File: src/rtl/fetch_decode_skid_register_if.sv
// Fetch/decode handshake bundle for the fetch->decode skid register.
// slave: the pipeline register itself; master: the surrounding fetch/decode logic.
interface fetch_decode_skid_register_if #(
    parameter int INSTR_W = 32,
    parameter int PC_W    = 32
);
    // Handshake: a transfer happens on a rising edge where valid and ready are both high;
    // valid never depends on ready, and ready never depends combinationally on the far side's ready.
    logic               flush_i;
    logic               f_valid_i;
    logic               f_ready_o;
    logic [INSTR_W-1:0] f_instruction_i;
    logic [PC_W-1:0]    f_pc_i;
    logic               d_valid_o;
    logic               d_ready_i;
    logic [INSTR_W-1:0] fd_instruction_o;
    logic [PC_W-1:0]    fd_pc_o;

    modport slave (
        input  flush_i, f_valid_i, f_instruction_i, f_pc_i, d_ready_i,
        output f_ready_o, d_valid_o, fd_instruction_o, fd_pc_o
    );

    modport master (
        output flush_i, f_valid_i, f_instruction_i, f_pc_i, d_ready_i,
        input  f_ready_o, d_valid_o, fd_instruction_o, fd_pc_o
    );
endinterface

File: src/rtl/fetch_decode_skid_register.sv
// Fetch->decode pipeline register with a 2-entry skid buffer, flush, and NOP insertion.
// Optional FD_STALL_COUNT_EN adds stall_cnt_o, a saturating count of decode stall cycles.
module fetch_decode_skid_register #(
    parameter int                INSTR_W   = 32,
    parameter int                PC_W      = 32,
    parameter logic [INSTR_W-1:0] NOP_INSTR = 32'h00000013
) (
    input  logic clk_i,
    input  logic rst_i,
`ifdef FD_STALL_COUNT_EN
    output logic [15:0] stall_cnt_o,
`endif
    fetch_decode_skid_register_if.slave bus
);
    logic               r_m_valid;
    logic [INSTR_W-1:0] r_m_instr;
    logic [PC_W-1:0]    r_m_pc;
    logic               r_s_valid;
    logic [INSTR_W-1:0] r_s_instr;
    logic [PC_W-1:0]    r_s_pc;

    logic w_accept;
    logic w_drain;

    // Ready comes only from registered skid state, so decode back-pressure never reaches fetch combinationally.
    assign bus.f_ready_o        = !r_s_valid && !rst_i;
    assign bus.d_valid_o        = r_m_valid;
    assign bus.fd_instruction_o = r_m_instr;
    assign bus.fd_pc_o          = r_m_pc;

    assign w_accept = bus.f_valid_i && bus.f_ready_o;
    assign w_drain  = r_m_valid && bus.d_ready_i;

    always_ff @(posedge clk_i) begin
        if (rst_i || bus.flush_i) begin
            r_m_valid <= 1'b0;
            r_m_instr <= NOP_INSTR;
            r_m_pc    <= '0;
            r_s_valid <= 1'b0;
            r_s_instr <= NOP_INSTR;
            r_s_pc    <= '0;
        end else if (!r_m_valid || w_drain) begin
            if (r_s_valid) begin
                // Skid refills main; fetch was already stalled so no accept competes here.
                r_m_valid <= 1'b1;
                r_m_instr <= r_s_instr;
                r_m_pc    <= r_s_pc;
                r_s_valid <= 1'b0;
                r_s_instr <= NOP_INSTR;
            end else if (w_accept) begin
                r_m_valid <= 1'b1;
                r_m_instr <= bus.f_instruction_i;
                r_m_pc    <= bus.f_pc_i;
            end else begin
                r_m_valid <= 1'b0;
                r_m_instr <= NOP_INSTR;
            end
        end else if (w_accept) begin
            r_s_valid <= 1'b1;
            r_s_instr <= bus.f_instruction_i;
            r_s_pc    <= bus.f_pc_i;
        end
    end

`ifdef FD_STALL_COUNT_EN
    logic [15:0] r_stall_cnt;

    always_ff @(posedge clk_i) begin
        if (rst_i) begin
            r_stall_cnt <= '0;
        end else if (r_m_valid && !bus.d_ready_i && (r_stall_cnt != 16'hFFFF)) begin
            r_stall_cnt <= r_stall_cnt + 16'd1;
        end
    end

    assign stall_cnt_o = r_stall_cnt;
`endif
endmodule

File: src/flat_wrapper.sv
// flat-port wrapper written by rule: the top's interface ports become plain ports
module fetch_decode_skid_register_flat 
#(
    parameter int                INSTR_W   = 32,
    parameter int                PC_W      = 32,
    parameter logic [INSTR_W-1:0] NOP_INSTR = 32'h00000013
)
  (clk_i, rst_i, bus_flush_i, bus_f_valid_i, bus_f_instruction_i, bus_f_pc_i, bus_d_ready_i, bus_f_ready_o, bus_d_valid_o, bus_fd_instruction_o, bus_fd_pc_o);
  fetch_decode_skid_register_if #(.INSTR_W(INSTR_W), .PC_W(PC_W)) bus_i ();
  input  logic clk_i;
  input  logic rst_i;
  input wire logic [$bits(bus_i.flush_i)-1:0] bus_flush_i;
  input wire logic [$bits(bus_i.f_valid_i)-1:0] bus_f_valid_i;
  input wire logic [$bits(bus_i.f_instruction_i)-1:0] bus_f_instruction_i;
  input wire logic [$bits(bus_i.f_pc_i)-1:0] bus_f_pc_i;
  input wire logic [$bits(bus_i.d_ready_i)-1:0] bus_d_ready_i;
  output wire logic [$bits(bus_i.f_ready_o)-1:0] bus_f_ready_o;
  output wire logic [$bits(bus_i.d_valid_o)-1:0] bus_d_valid_o;
  output wire logic [$bits(bus_i.fd_instruction_o)-1:0] bus_fd_instruction_o;
  output wire logic [$bits(bus_i.fd_pc_o)-1:0] bus_fd_pc_o;
  assign bus_i.flush_i = bus_flush_i;
  assign bus_i.f_valid_i = bus_f_valid_i;
  assign bus_i.f_instruction_i = bus_f_instruction_i;
  assign bus_i.f_pc_i = bus_f_pc_i;
  assign bus_i.d_ready_i = bus_d_ready_i;
  assign bus_f_ready_o = bus_i.f_ready_o;
  assign bus_d_valid_o = bus_i.d_valid_o;
  assign bus_fd_instruction_o = bus_i.fd_instruction_o;
  assign bus_fd_pc_o = bus_i.fd_pc_o;
  fetch_decode_skid_register #(.INSTR_W(INSTR_W), .PC_W(PC_W), .NOP_INSTR(NOP_INSTR)) u_core (.clk_i(clk_i), .rst_i(rst_i), .bus(bus_i));
endmodule
File: config.mk
export PLATFORM = sky130hd
export DESIGN_NAME = fetch_decode_skid_register_flat
export DESIGN_NICKNAME = d
export VERILOG_FILES = /design/src/rtl/fetch_decode_skid_register_if.sv /design/src/rtl/fetch_decode_skid_register.sv /design/src/flat_wrapper.sv
export SDC_FILE = /design/constraint.sdc
export NUM_CORES = 1
export LEC_CHECK = 0
export ABC_AREA = 1
export CAP_MARGIN = 10
export CORE_AREA = 2 2 135 137
export CTS_CLUSTER_SIZE = 20
export DETAILED_ROUTE_END_ITERATION = 8
export DIE_AREA = 0 0 137 139
export REMOVE_ABC_BUFFERS = 1
export SYNTH_ARGS = -nofsm -noshare
export SYNTH_HDL_FRONTEND = slang
export SYNTH_SLANG_ARGS = --single-unit
File: constraint.sdc
create_clock -name clk_i -period 2.9 [get_ports clk_i]
set_input_delay 0.435 -clock clk_i [delete_from_list [all_inputs] [get_ports clk_i]]
set_output_delay 0.435 -clock clk_i [all_outputs]
set_load 0.1 [all_outputs]
==> flow_results.xml <==
<?xml version="1.0" encoding="UTF-8"?>
<metrics>
  <group name="outcome">
    <metric name="status" unit="">finished clean</metric>
  </group>
  <group name="grt">
    <metric name="grt_pass1_vias" unit="">5423</metric>
    <metric name="global_route_overflow" unit="">0</metric>
    <metric name="first_pass_grt_wire_length" unit="mm">26.6</metric>
    <metric name="gr-usage-all-layers" unit="">0.174</metric>
    <metric name="maximum_number_of_pins_on_one_net_before_global_route_repair" unit="">77</metric>
    <metric name="initial_antenna_violation_count" unit="">0</metric>
  </group>
  <group name="yosys">
    <metric name="cell_accounting_for_the_most_synthesized_area" unit="">dfxtp_1</metric>
    <metric name="synth.ff_latch_count" unit="">130</metric>
    <metric name="synth.cell_area" unit="um2">6060</metric>
    <metric name="netlist_instances" unit="">949</metric>
    <metric name="synthDominantCellAreaShare" unit="">0.429</metric>
    <metric name="yosys_warnings" unit="">0</metric>
    <metric name="synth.top_cells.by_area" unit="">dfxtp_1 (43%), nor2_1 (15%), nand2_1 (14%)</metric>
    <metric name="synth.yosys.seq_area_share" unit="">0.429</metric>
    <metric name="ys_types" unit="">16</metric>
    <metric name="syn_avg_cell_area" unit="um2">6.39</metric>
  </group>
  <group name="critical_path">
    <metric name="worstSetupEndpointType" unit="">output port</metric>
    <metric name="timing.critical_path.slowest_stage_cell" unit="">clkdlybuf4s50_1</metric>
    <metric name="type_of_the_worst_setup_path" unit="">input port to output port</metric>
    <metric name="critical_path_required" unit="ns">2.47</metric>
    <metric name="path_delay_family" unit="">buffers and inverters</metric>
    <metric name="crit_chain" unit="">clkdlybuf4s50_1 -&gt; nor2_2 -&gt; buf_4 -&gt; buf_12</metric>
    <metric name="timing.reg2reg.worst_path_depth" unit="">8</metric>
    <metric name="critPathArrivalTime" unit="ns">1.78</metric>
    <metric name="cp_slowest_stage_delay" unit="ns">0.55</metric>
    <metric name="worstSetupStartpointType" unit="">input port</metric>
    <metric name="r2r_setup_slack" unit="ns">1.04</metric>
    <metric name="crit_path_max_fanout" unit="">31</metric>
    <metric name="cp_num_buf_inv" unit="">3</metric>
    <metric name="rr_startpoint" unit="">u_core.r_s_valid</metric>
    <metric name="rr_endpoint" unit="">u_core.r_s_pc[19]</metric>
  </group>
  <group name="cells_and_area">
    <metric name="layout-area-overhead-vs-synth" unit="%">31.7</metric>
    <metric name="finalNetCount" unit="">1121</metric>
    <metric name="num_antenna_cells" unit="">0</metric>
    <metric name="layout-drive-gt1-share" unit="">0.135</metric>
    <metric name="final-instance-count-excl-fill" unit="">1293</metric>
  </group>
  <group name="placement">
    <metric name="place.port_buffers" unit="">134</metric>
    <metric name="placed_cells_incl_taps" unit="">1262</metric>
    <metric name="preCtsSetupSlack" unit="ns">0.512</metric>
    <metric name="hpwlAfterDp" unit="mm">10.3</metric>
    <metric name="globalplace.congestion" unit="">0.784</metric>
  </group>
  <group name="route">
    <metric name="dr.first_iter.drc_count" unit="">387</metric>
    <metric name="routed_via_density" unit="">4.57</metric>
    <metric name="route.antenna.remaining_nets" unit="">0</metric>
    <metric name="firstDrtPassIters" unit="">4</metric>
    <metric name="route.detailed.wl_per_inst" unit="um">12.5</metric>
    <metric name="detail_route.drc_violations" unit="">0</metric>
    <metric name="dr_total_vias" unit="">5913</metric>
    <metric name="final_wirelength" unit="mm">16.2</metric>
  </group>
  <group name="floorplanning">
    <metric name="fp.dieArea" unit="um2">19000</metric>
    <metric name="die_x" unit="um">137</metric>
    <metric name="rows" unit="">49</metric>
    <metric name="io_pins" unit="">135</metric>
    <metric name="die-height" unit="um">139</metric>
    <metric name="floorplan.initialDensity" unit="">0.343</metric>
    <metric name="core" unit="um2">17700</metric>
  </group>
  <group name="timing">
    <metric name="fin_worst_skew" unit="ns">0.00549</metric>
    <metric name="final.setup.worst_slack" unit="ns">0.685</metric>
    <metric name="finalCritPeriodShare" unit="">0.764</metric>
    <metric name="setup_viol_count_final" unit="">0</metric>
    <metric name="relative_slew_margins" unit="">0.558</metric>
    <metric name="tightestPinTransition" unit="ns">0.661</metric>
    <metric name="hold_violations" unit="">0</metric>
    <metric name="rsz0062_at_grt" unit="">false</metric>
    <metric name="maxClockFrequency" unit="MHz">452</metric>
    <metric name="layout_min_cycle_time" unit="ns">2.21</metric>
    <metric name="timing.final.max_slew_violations" unit="">0</metric>
  </group>
  <group name="cts">
    <metric name="clock_tree.root_cell" unit="">clkbuf_16</metric>
    <metric name="ctsHoldBuffers" unit="">0</metric>
    <metric name="cts_resized" unit="">0</metric>
    <metric name="post_cts_setup_buffer_count" unit="">0</metric>
    <metric name="tritoncts.num_buffers" unit="">17</metric>
    <metric name="numClockSinks" unit="">130</metric>
    <metric name="clk_path_buf_depth" unit="">2</metric>
    <metric name="clock_latency" unit="ns">0.42</metric>
    <metric name="path_clk_slew" unit="ns">0.05</metric>
    <metric name="cts_tree" unit="">done</metric>
    <metric name="htreeDepth" unit="">4</metric>
  </group>
  <group name="pwr">
    <metric name="static-leakage-power" unit="nW">3.81</metric>
    <metric name="post-layout-total-power" unit="mW">4.25</metric>
    <metric name="vdd_drop_max" unit="mV">0.437</metric>
    <metric name="power-per-cell-area" unit="nW/um2">533</metric>
  </group>
  <group name="min_path">
    <metric name="min-delay-start" unit="">u_core.bus.fd_instruction_o[4]</metric>
    <metric name="timing.hold.worst_endpoint" unit="">u_core.bus.fd_instruction_o[4]</metric>
    <metric name="hold_path_class" unit="">register to register</metric>
    <metric name="min_path_cells" unit="">2</metric>
  </group>
  <group name="run">
    <metric name="maxCapViolCount" unit="">0</metric>
  </group>
</metrics>
Yosys cell counts:
| library cell | n |
|---|---|
| inv_1 | 68 |
| buf_2 | 36 |
| buf_4 | 4 |
| or2_2 | 24 |
| nor2_1 | 249 |
| or2_0 | 5 |
| inv_2 | 1 |
| clkbuf_1 | 28 |
| a21oi_1 | 39 |
| buf_1 | 2 |
| nand4_1 | 29 |
| o21bai_1 | 1 |
| nand2_1 | 233 |
| dfxtp_1 | 130 |
| nor2_2 | 3 |
| nand3_1 | 97 |
cells by family after synthesis:
family	count (synthesis)	synth area share
compound gates	40	0.0334
simple gates	640	0.441
buf+inv	139	0.0960
flops	130	0.429
registers in the layout, summed over array words and instances (netlist names):
register	count
u_core.r_s_valid	1
u_core.bus.d_valid_o	1
u_core.bus.fd_pc_o	32
u_core.r_s_pc	32
u_core.bus.fd_instruction_o	32
u_core.r_s_instr	32
power by group:
group	total, mW	internal, mW	switching [mW]
Clock	1.87	1.12	0.753
Combinational	0.554	0.189	0.365
Sequential	1.83	1.81	0.0148
through the flow:
| stage | utilization | setup TNS [ns] | cell area, um2 | hold slack (ns) |
|---|---|---|---|---|
| 5_1_grt | 0.452 | 0 | 7990 | 0.485 |
| 3_3_place_gp | 0.424 | 0 | 7480 | 0.455 |
| 2_1_floorplan | - | -170.56 | 5740 | 0.449 |
| 6_report | 0.452 | 0 | 7990 | 0.464 |
| 3_5_place_dp | 0.424 | 0 | 7480 | 0.460 |
| 4_1_cts | 0.452 | 0 | 7990 | 0.469 |
cells in the final DEF, fill, tap and decap left out, types with 2 or more instances in the layout:
master / Yosys / final
nor2_4: 0 / 3
or2_0: 5 / 5
buf_12: 0 / 7
clkbuf_8: 0 / 2
buf_4: 4 / 79
or2_2: 24 / 24
clkbuf_16: 0 / 17
a21oi_1: 39 / 39
nand2_1: 233 / 232
clkinv_2: 0 / 7
nor2_1: 249 / 248
dfxtp_1: 130 / 129
clkdlybuf4s50_1: 0 / 68
inv_1: 68 / 68
nand3_1: 97 / 97
clkbuf_1: 28 / 5
nand4_1: 29 / 29
area by class of cell:
cell class / instances / area, um2
Clock buffer: 24 / 472
Tap cell: 229 / 287
Multi-Input combinational cell: 680 / 2920
Sequential cell: 130 / 2610
Timing Repair Buffer: 154 / 1410
Inverter: 69 / 259
Fill cell: 1874 / 9670
Clock inverter: 7 / 35.0
worst max path at each step:
stage,endpoint,slack [ns],cells past startpoint,from
after floorplan,u_core.r_s_instr[0],-2.01,5,u_core.bus.d_valid_o
after global placement,u_core.r_s_pc[2],0.57,9,rst_i
after detailed placement,u_core.r_s_pc[20],0.51,9,rst_i
after CTS,bus_f_ready_o,0.72,4,rst_i
after global routing,bus_f_ready_o,0.67,4,rst_i
final,bus_f_ready_o,0.69,4,rst_i
worst min-delay path, delay by kind of cell, from the launching register on:
family / cells / cell delay, ns
compound gates: 1 / 0.06
flops: 1 / 0.33
simple gates: 1 / 0.05
metal layers:
layer,vias up,share of wire,track usage
met5,-,0,0
met1,2609,0.49,0.238
met3,13,0.071,0.0559
li1,3143,-,-
met4,0,0.0093,0.0575
met2,148,0.43,0.258
(Power assumes the default switching activity.)
==> variant 1, RTL diff (config.mk and constraints unchanged) <==
`NOP_INSTR` is set to 32'h00000013 in 2 places; all go to 32'h00000012.
--- a/src/rtl/fetch_decode_skid_register.sv
+++ b/src/rtl/fetch_decode_skid_register.sv
@@ -4,5 +4,5 @@
     parameter int                INSTR_W   = 32,
     parameter int                PC_W      = 32,
-    parameter logic [INSTR_W-1:0] NOP_INSTR = 32'h00000013
+    parameter logic [INSTR_W-1:0] NOP_INSTR = 32'h00000012
 ) (
     input  logic clk_i,
--- a/src/flat_wrapper.sv
+++ b/src/flat_wrapper.sv
@@ -4,5 +4,5 @@
     parameter int                INSTR_W   = 32,
     parameter int                PC_W      = 32,
-    parameter logic [INSTR_W-1:0] NOP_INSTR = 32'h00000013
+    parameter logic [INSTR_W-1:0] NOP_INSTR = 32'h00000012
 )
   (clk_i, rst_i, bus_flush_i, bus_f_valid_i, bus_f_instruction_i, bus_f_pc_i, bus_d_ready_i, bus_f_ready_o, bus_d_valid_o, bus_fd_instruction_o, bus_fd_pc_o);
Function: changed (Yosys sat finds a counterexample within 4 cycles, from zero or initial values).
==> variant 1 against the original RTL <==
Area after synthesis grew 0.54%. Setup slack improved by 16 ps. Sequential power about the same. Final area is 0.45% higher. Clock skew rose by 1.3 ps. Routed wire length grew 0.14%. Total power up 6.4%. Sequential cell count did not move. Critical endpoint unchanged.
==> variant 1: results (changes against the original RTL) <==
{| class="wikitable"
! Metric !! Value
|-
| Worst slack at placement || 659 ps (+146 ps)
|-
| Hold-critical path depth || 2 (unchanged)
|-
| Largest cells by area after synthesis || sky130_fd_sc_hd__dfxtp_1, sky130_fd_sc_hd__nor2_1, sky130_fd_sc_hd__nand2_1, sky130_fd_sc_hd__nand3_1, sky130_fd_sc_hd__inv_1
|-
| Slew Limit Headroom || 58.6% (+2.8 points)
|-
| Detailed-placement wirelength estimate || 9.92 mm (-3.2%)
|-
| Total placed instance area || 7430 sq um (-0.74%)
|-
| Total leakage power || 3.80 nW (-0.22%)
|-
| Worst-case hold slack || 462 ps (-1.96 ps)
|-
| Clock transition at the registers of the reported paths || 60 ps
|-
| Wire length of the first global-routing pass || 26.9 mm (+1.2%)
|-
| Number of flops mapped to enable cells by yosys || 0 (unchanged)
|-
| Synthesized-area fraction occupied by ao, oa, aoi and oai cells || 3.16% (-0.18 points)
|-
| Pin count of the biggest net entering global routing || 67 (-13%)
|-
| Proportion of register bits with asynchronous set or reset after synthesis || 0% (unchanged)
|-
| Fraction of synthesized cell area in xor and xnor cells || 0% (unchanged)
|-
| End of the worst register-to-register path || u_core.bus.fd_pc_o[11]$_SDFFE_PP0P_
|-
| Yosys warning count || 0 (unchanged)
|-
| Worst hold start || u_core.bus.fd_instruction_o[1]$_SDFFE_PP1P_
|-
| Pre-antenna DRT Iters || 4 (unchanged)
|-
| Routability-driven placement congestion ratio || 0.761 (-2.9%)
|-
| Logic depth of the worst register-to-register path || 6 (-2)
|-
| Hold Crit Endpoint || u_core.bus.fd_instruction_o[1]$_SDFFE_PP1P_
|-
| Proportion of layout cells with a drive suffix above 1 || 11.7% (-1.8 points)
|-
| R2r setup slk || 1100 ps (+60 ps)
|-
| Top post-synthesis cells by count || sky130_fd_sc_hd__nor2_1, sky130_fd_sc_hd__nand2_1, sky130_fd_sc_hd__dfxtp_1, sky130_fd_sc_hd__nand3_1, sky130_fd_sc_hd__inv_1
|-
| Post-synth cell types || 18 (+2)
|-
| Avg Inst Size Synth || 6.40 sq um (+0.22%)
|-
| Worst-case vdd ir drop || 0.432 mV (-1.0%)
|-
| Worst path arrival time || 1760 ps (-20 ps)
|-
| Share of synthesized area occupied by flip-flops and latches || 42.7% (-0.23 points)
|-
| Clock Skews || 6.82 ps (+1.33 ps)
|-
| Via count of the first global-routing pass || 5526 (+1.9%)
|-
| Number of non-filler instances in the completed layout || 1294 (+0.077%)
|-
| Number of DRC violations after detailed-routing iteration 0 || 336 (-13%)
|-
| All-layer global routing usage || 17.4% (-0.044 points)
|-
| Postcts setup bufs || 0 (unchanged)
|-
| Initial antenna violation count || 1 (+1)
|-
| Startpoint of the worst-slack reg-to-reg timing path || u_core.r_s_valid$_SDFFE_PP0P_
|-
| Vias per std cell || 4.53 (-1.0%)
|-
| Multiplexer share of the synthesized area || 0% (unchanged)
|-
| Final wirelength || 16.2 mm (+0.14%)
|-
| Worst Path Max Fanout || 32 (+3.2%)
|-
| Status || finished clean
|}
## variant 1: cell count changes after synthesis, moves of 7 or more
| cell | change |
|---|---|
| sky130_fd_sc_hd__or2_0 | +15 |
| sky130_fd_sc_hd__buf_4 | +7 |
| sky130_fd_sc_hd__clkbuf_1 | -7 |
| sky130_fd_sc_hd__or2_1 | +9 |
| sky130_fd_sc_hd__or2_2 | -23 |
| sky130_fd_sc_hd__buf_1 | +7 |
## variant 1: critical path, cell delays in order
cell and delay, ps:
sky130_fd_sc_hd__clkdlybuf4s50_1 560, sky130_fd_sc_hd__nor2_2 160, sky130_fd_sc_hd__buf_4 360, sky130_fd_sc_hd__buf_12 230
## variant 1: cell families (layout without fill, tap and decap cells)
group                  count (synthesis)  in the layout
flip-flops                           130            130
AO/OA/AOI/OAI                         38             38
buffers and inverters                140            253
AND/OR/NAND/NOR                      644            644
## variant 1: how the worst max path moves through the flow
stage	from	end	slack, ps	cells past startpoint
floorplan	u_core.r_s_valid$_SDFFE_PP0P_	u_core.r_s_pc[0]$_SDFFE_PP0P_	-2430	6
global placement	rst_i	u_core.r_s_pc[9]$_SDFFE_PP0P_	700	8
detailed placement	rst_i	u_core.r_s_pc[9]$_SDFFE_PP0P_	660	8
CTS	rst_i	bus_f_ready_o	700	4
global route	rst_i	bus_f_ready_o	610	4
finish	rst_i	bus_f_ready_o	700	4
## variant 1: per-layer routing
layer,vias up,wire length (microns),global-route usage (%)
met5,-,0,0
met4,0,150,5.05
met3,14,1100,5.12
met2,138,7060,27.3
met1,2567,7870,23.0
li1,3139,-,-
## variant 1: power by group
| part | switching, mW | internal [mW] | total (mW) |
|---|---|---|---|
| clock | 0.827 | 1.33 | 2.16 |
| combinational | 0.360 | 0.183 | 0.543 |
| sequential | 0.0155 | 1.81 | 1.83 |
| total | 1.20 | 3.33 | 4.53 |
## variant 1: final cells by class
class	count	area (sq um)
Clock buffer	20	467
Clock inverter	12	131
Fill cell	1884	9630
Inverter	69	259
Multi-Input combinational cell	682	2930
Sequential cell	130	2610
Tap cell	229	287
Timing Repair Buffer	152	1350
==> variant 2, RTL diff (config.mk and constraints unchanged) <==
Made on the original files. `INSTR_W` is set to 32 in 3 places; all go to 64.
--- a/src/rtl/fetch_decode_skid_register_if.sv
+++ b/src/rtl/fetch_decode_skid_register_if.sv
@@ -2,5 +2,5 @@
 // slave: the pipeline register itself; master: the surrounding fetch/decode logic.
 interface fetch_decode_skid_register_if #(
-    parameter int INSTR_W = 32,
+    parameter int INSTR_W = 64,
     parameter int PC_W    = 32
 );
--- a/src/rtl/fetch_decode_skid_register.sv
+++ b/src/rtl/fetch_decode_skid_register.sv
@@ -2,5 +2,5 @@
 // Optional FD_STALL_COUNT_EN adds stall_cnt_o, a saturating count of decode stall cycles.
 module fetch_decode_skid_register #(
-    parameter int                INSTR_W   = 32,
+    parameter int                INSTR_W   = 64,
     parameter int                PC_W      = 32,
     parameter logic [INSTR_W-1:0] NOP_INSTR = 32'h00000013
--- a/src/flat_wrapper.sv
+++ b/src/flat_wrapper.sv
@@ -2,5 +2,5 @@
 module fetch_decode_skid_register_flat 
 #(
-    parameter int                INSTR_W   = 32,
+    parameter int                INSTR_W   = 64,
     parameter int                PC_W      = 32,
     parameter logic [INSTR_W-1:0] NOP_INSTR = 32'h00000013
Interface: changed (resized bus_f_instruction_i and bus_fd_instruction_o); port bits go from 135 to 199. The function was not compared with the original's and may differ.
==> variant 2 against the original RTL <==
Sequential cell count grew 64. Routed wire length grew 44%. Total power grew 35%. Count of clock-buffer cells in the layout decreased by 5. Area after synthesis up 49%. Critical path type unchanged. Final area up 43%. Setup slack got worse by 140 ps. Sequential share of layout area up 1.5 points. Highest routed layer unchanged.
==> variant 2: results (changes against the original RTL) <==
{| class="wikitable"
! Metric !! Value
|-
| Top post-synthesis cells by count || sky130_fd_sc_hd__nor2_1, sky130_fd_sc_hd__nand2_1, sky130_fd_sc_hd__dfxtp_1, sky130_fd_sc_hd__nand3_1, sky130_fd_sc_hd__buf_2
|-
| End of the worst register-to-register path || u_core.r_s_instr[18]$_SDFFE_PP0P_
|-
| Final-stage net count || 1605 (+43%)
|-
| Logic depth of the worst register-to-register path || 5 (-3)
|-
| Met3 routed WL || 1.28 mm (+12%)
|-
| Clock network power || 2.28 mW (+22%)
|-
| Yosys warning count || 0 (unchanged)
|-
| Clock Skews || 10.6 ps (+5.09 ps)
|-
| Detailed-placement wirelength estimate || 14.1 mm (+38%)
|-
| Pin count of the biggest net entering global routing || 127 (+65%)
|-
| Cell internal power dissipation || 4.12 mW (+32%)
|-
| Number of DRC violations after detailed-routing iteration 0 || 619 (+60%)
|-
| R2r setup slk || 1110 ps (+70 ps)
|-
| Wire length of the first global-routing pass || 37.2 mm (+40%)
|-
| Largest cells by area after synthesis || sky130_fd_sc_hd__dfxtp_1, sky130_fd_sc_hd__nor2_1, sky130_fd_sc_hd__nand2_1, sky130_fd_sc_hd__nand3_1, sky130_fd_sc_hd__nand4_1
|-
| Via count of the first global-routing pass || 7571 (+40%)
|-
| Transition time at the pin with the least slew margin || 742 ps (+80.6 ps)
|-
| Global Route met3 Usage || 3.73% (-1.9 points)
|-
| Total placed instance area || 10800 sq um (+45%)
|-
| Count of buffers from port buffering || 198 (+48%)
|-
| Metal2 WL || 10.9 mm (+58%)
|-
| Wire length on met1 || 10.8 mm (+35%)
|-
| Gate family responsible for the most delay along the worst path || buffers and inverters
|-
| Routability-driven placement congestion ratio || 0.777 (-0.88%)
|-
| Share of synthesized area occupied by flip-flops and latches || 43.0% (+0.11 points)
|-
| Final wirelength || 23.2 mm (+44%)
|-
| # fillers || 1710 (-8.8%)
|-
| Worst-case vdd ir drop || 0.440 mV (+0.78%)
|-
| Worst Path Max Fanout || 41 (+32%)
|-
| Status || finished clean
|-
| All-layer global routing usage || 24.0% (+6.6 points)
|-
| Total leakage power || 5.42 nW (+42%)
|-
| Fraction of met2 tracks used by global routing || 38.8% (+13 points)
|-
| Post-synth cell types || 22 (+6)
|-
| Number of vias in the routed layout || 8785 (+49%)
|-
| Pre-antenna DRT Iters || 5 (+1)
|-
| Post-route worst setup slack || 549 ps (-136 ps)
|-
| Proportion of layout cells with a drive suffix above 1 || 11.2% (-2.3 points)
|}
[variant 2: per-stage QoR]
step           setup TNS, ps  hold slack [ps]  cells
6_report                   0              469   1746
5_1_grt                    0              484   1746
4_1_cts                    0              471   1746
3_5_place_dp               0              461   1714
3_3_place_gp               0              456   1714
2_1_floorplan        -592150              449   1263
[variant 2: cells by family after synthesis]
kind of cell,after synthesis,synth area share (%)
AO/OA/AOI/OAI,40,2.25
buffers and inverters,177,8.78
flip-flops,194,43.0
AND/OR/NAND/NOR,960,45.9
[variant 2: final cells by class]
type / instances / area [sq um] / share of cell area [%]
clock inverters: 13 / 111 / 0.977
clock buffers: 19 / 453 / 3.98
multi-input cells: 1000 / 4380 / 38.5
flip-flops and latches: 194 / 3890 / 34.1
inverters: 69 / 259 / 2.27
well taps: 229 / 287 / 2.52
repair buffers: 222 / 2010 / 17.7
[variant 2: how the worst min path moves through the flow]
stage	endpoint	slack (ps)	depth (start not counted)	from
after global routing	u_core.r_s_instr[51]$_SDFFE_PP0P_	480	2	u_core.r_s_instr[51]$_SDFFE_PP0P_
after floorplan	u_core.r_s_instr[2]$_SDFFE_PP0P_	450	2	u_core.r_s_instr[2]$_SDFFE_PP0P_
final	u_core.r_s_instr[13]$_SDFFE_PP0P_	470	2	u_core.r_s_instr[13]$_SDFFE_PP0P_
after detailed placement	u_core.r_s_instr[21]$_SDFFE_PP0P_	460	2	u_core.r_s_instr[21]$_SDFFE_PP0P_
after global placement	u_core.r_s_instr[30]$_SDFFE_PP0P_	460	2	u_core.r_s_instr[30]$_SDFFE_PP0P_
after CTS	u_core.r_s_instr[16]$_SDFFE_PP0P_	470	2	u_core.r_s_instr[16]$_SDFFE_PP0P_
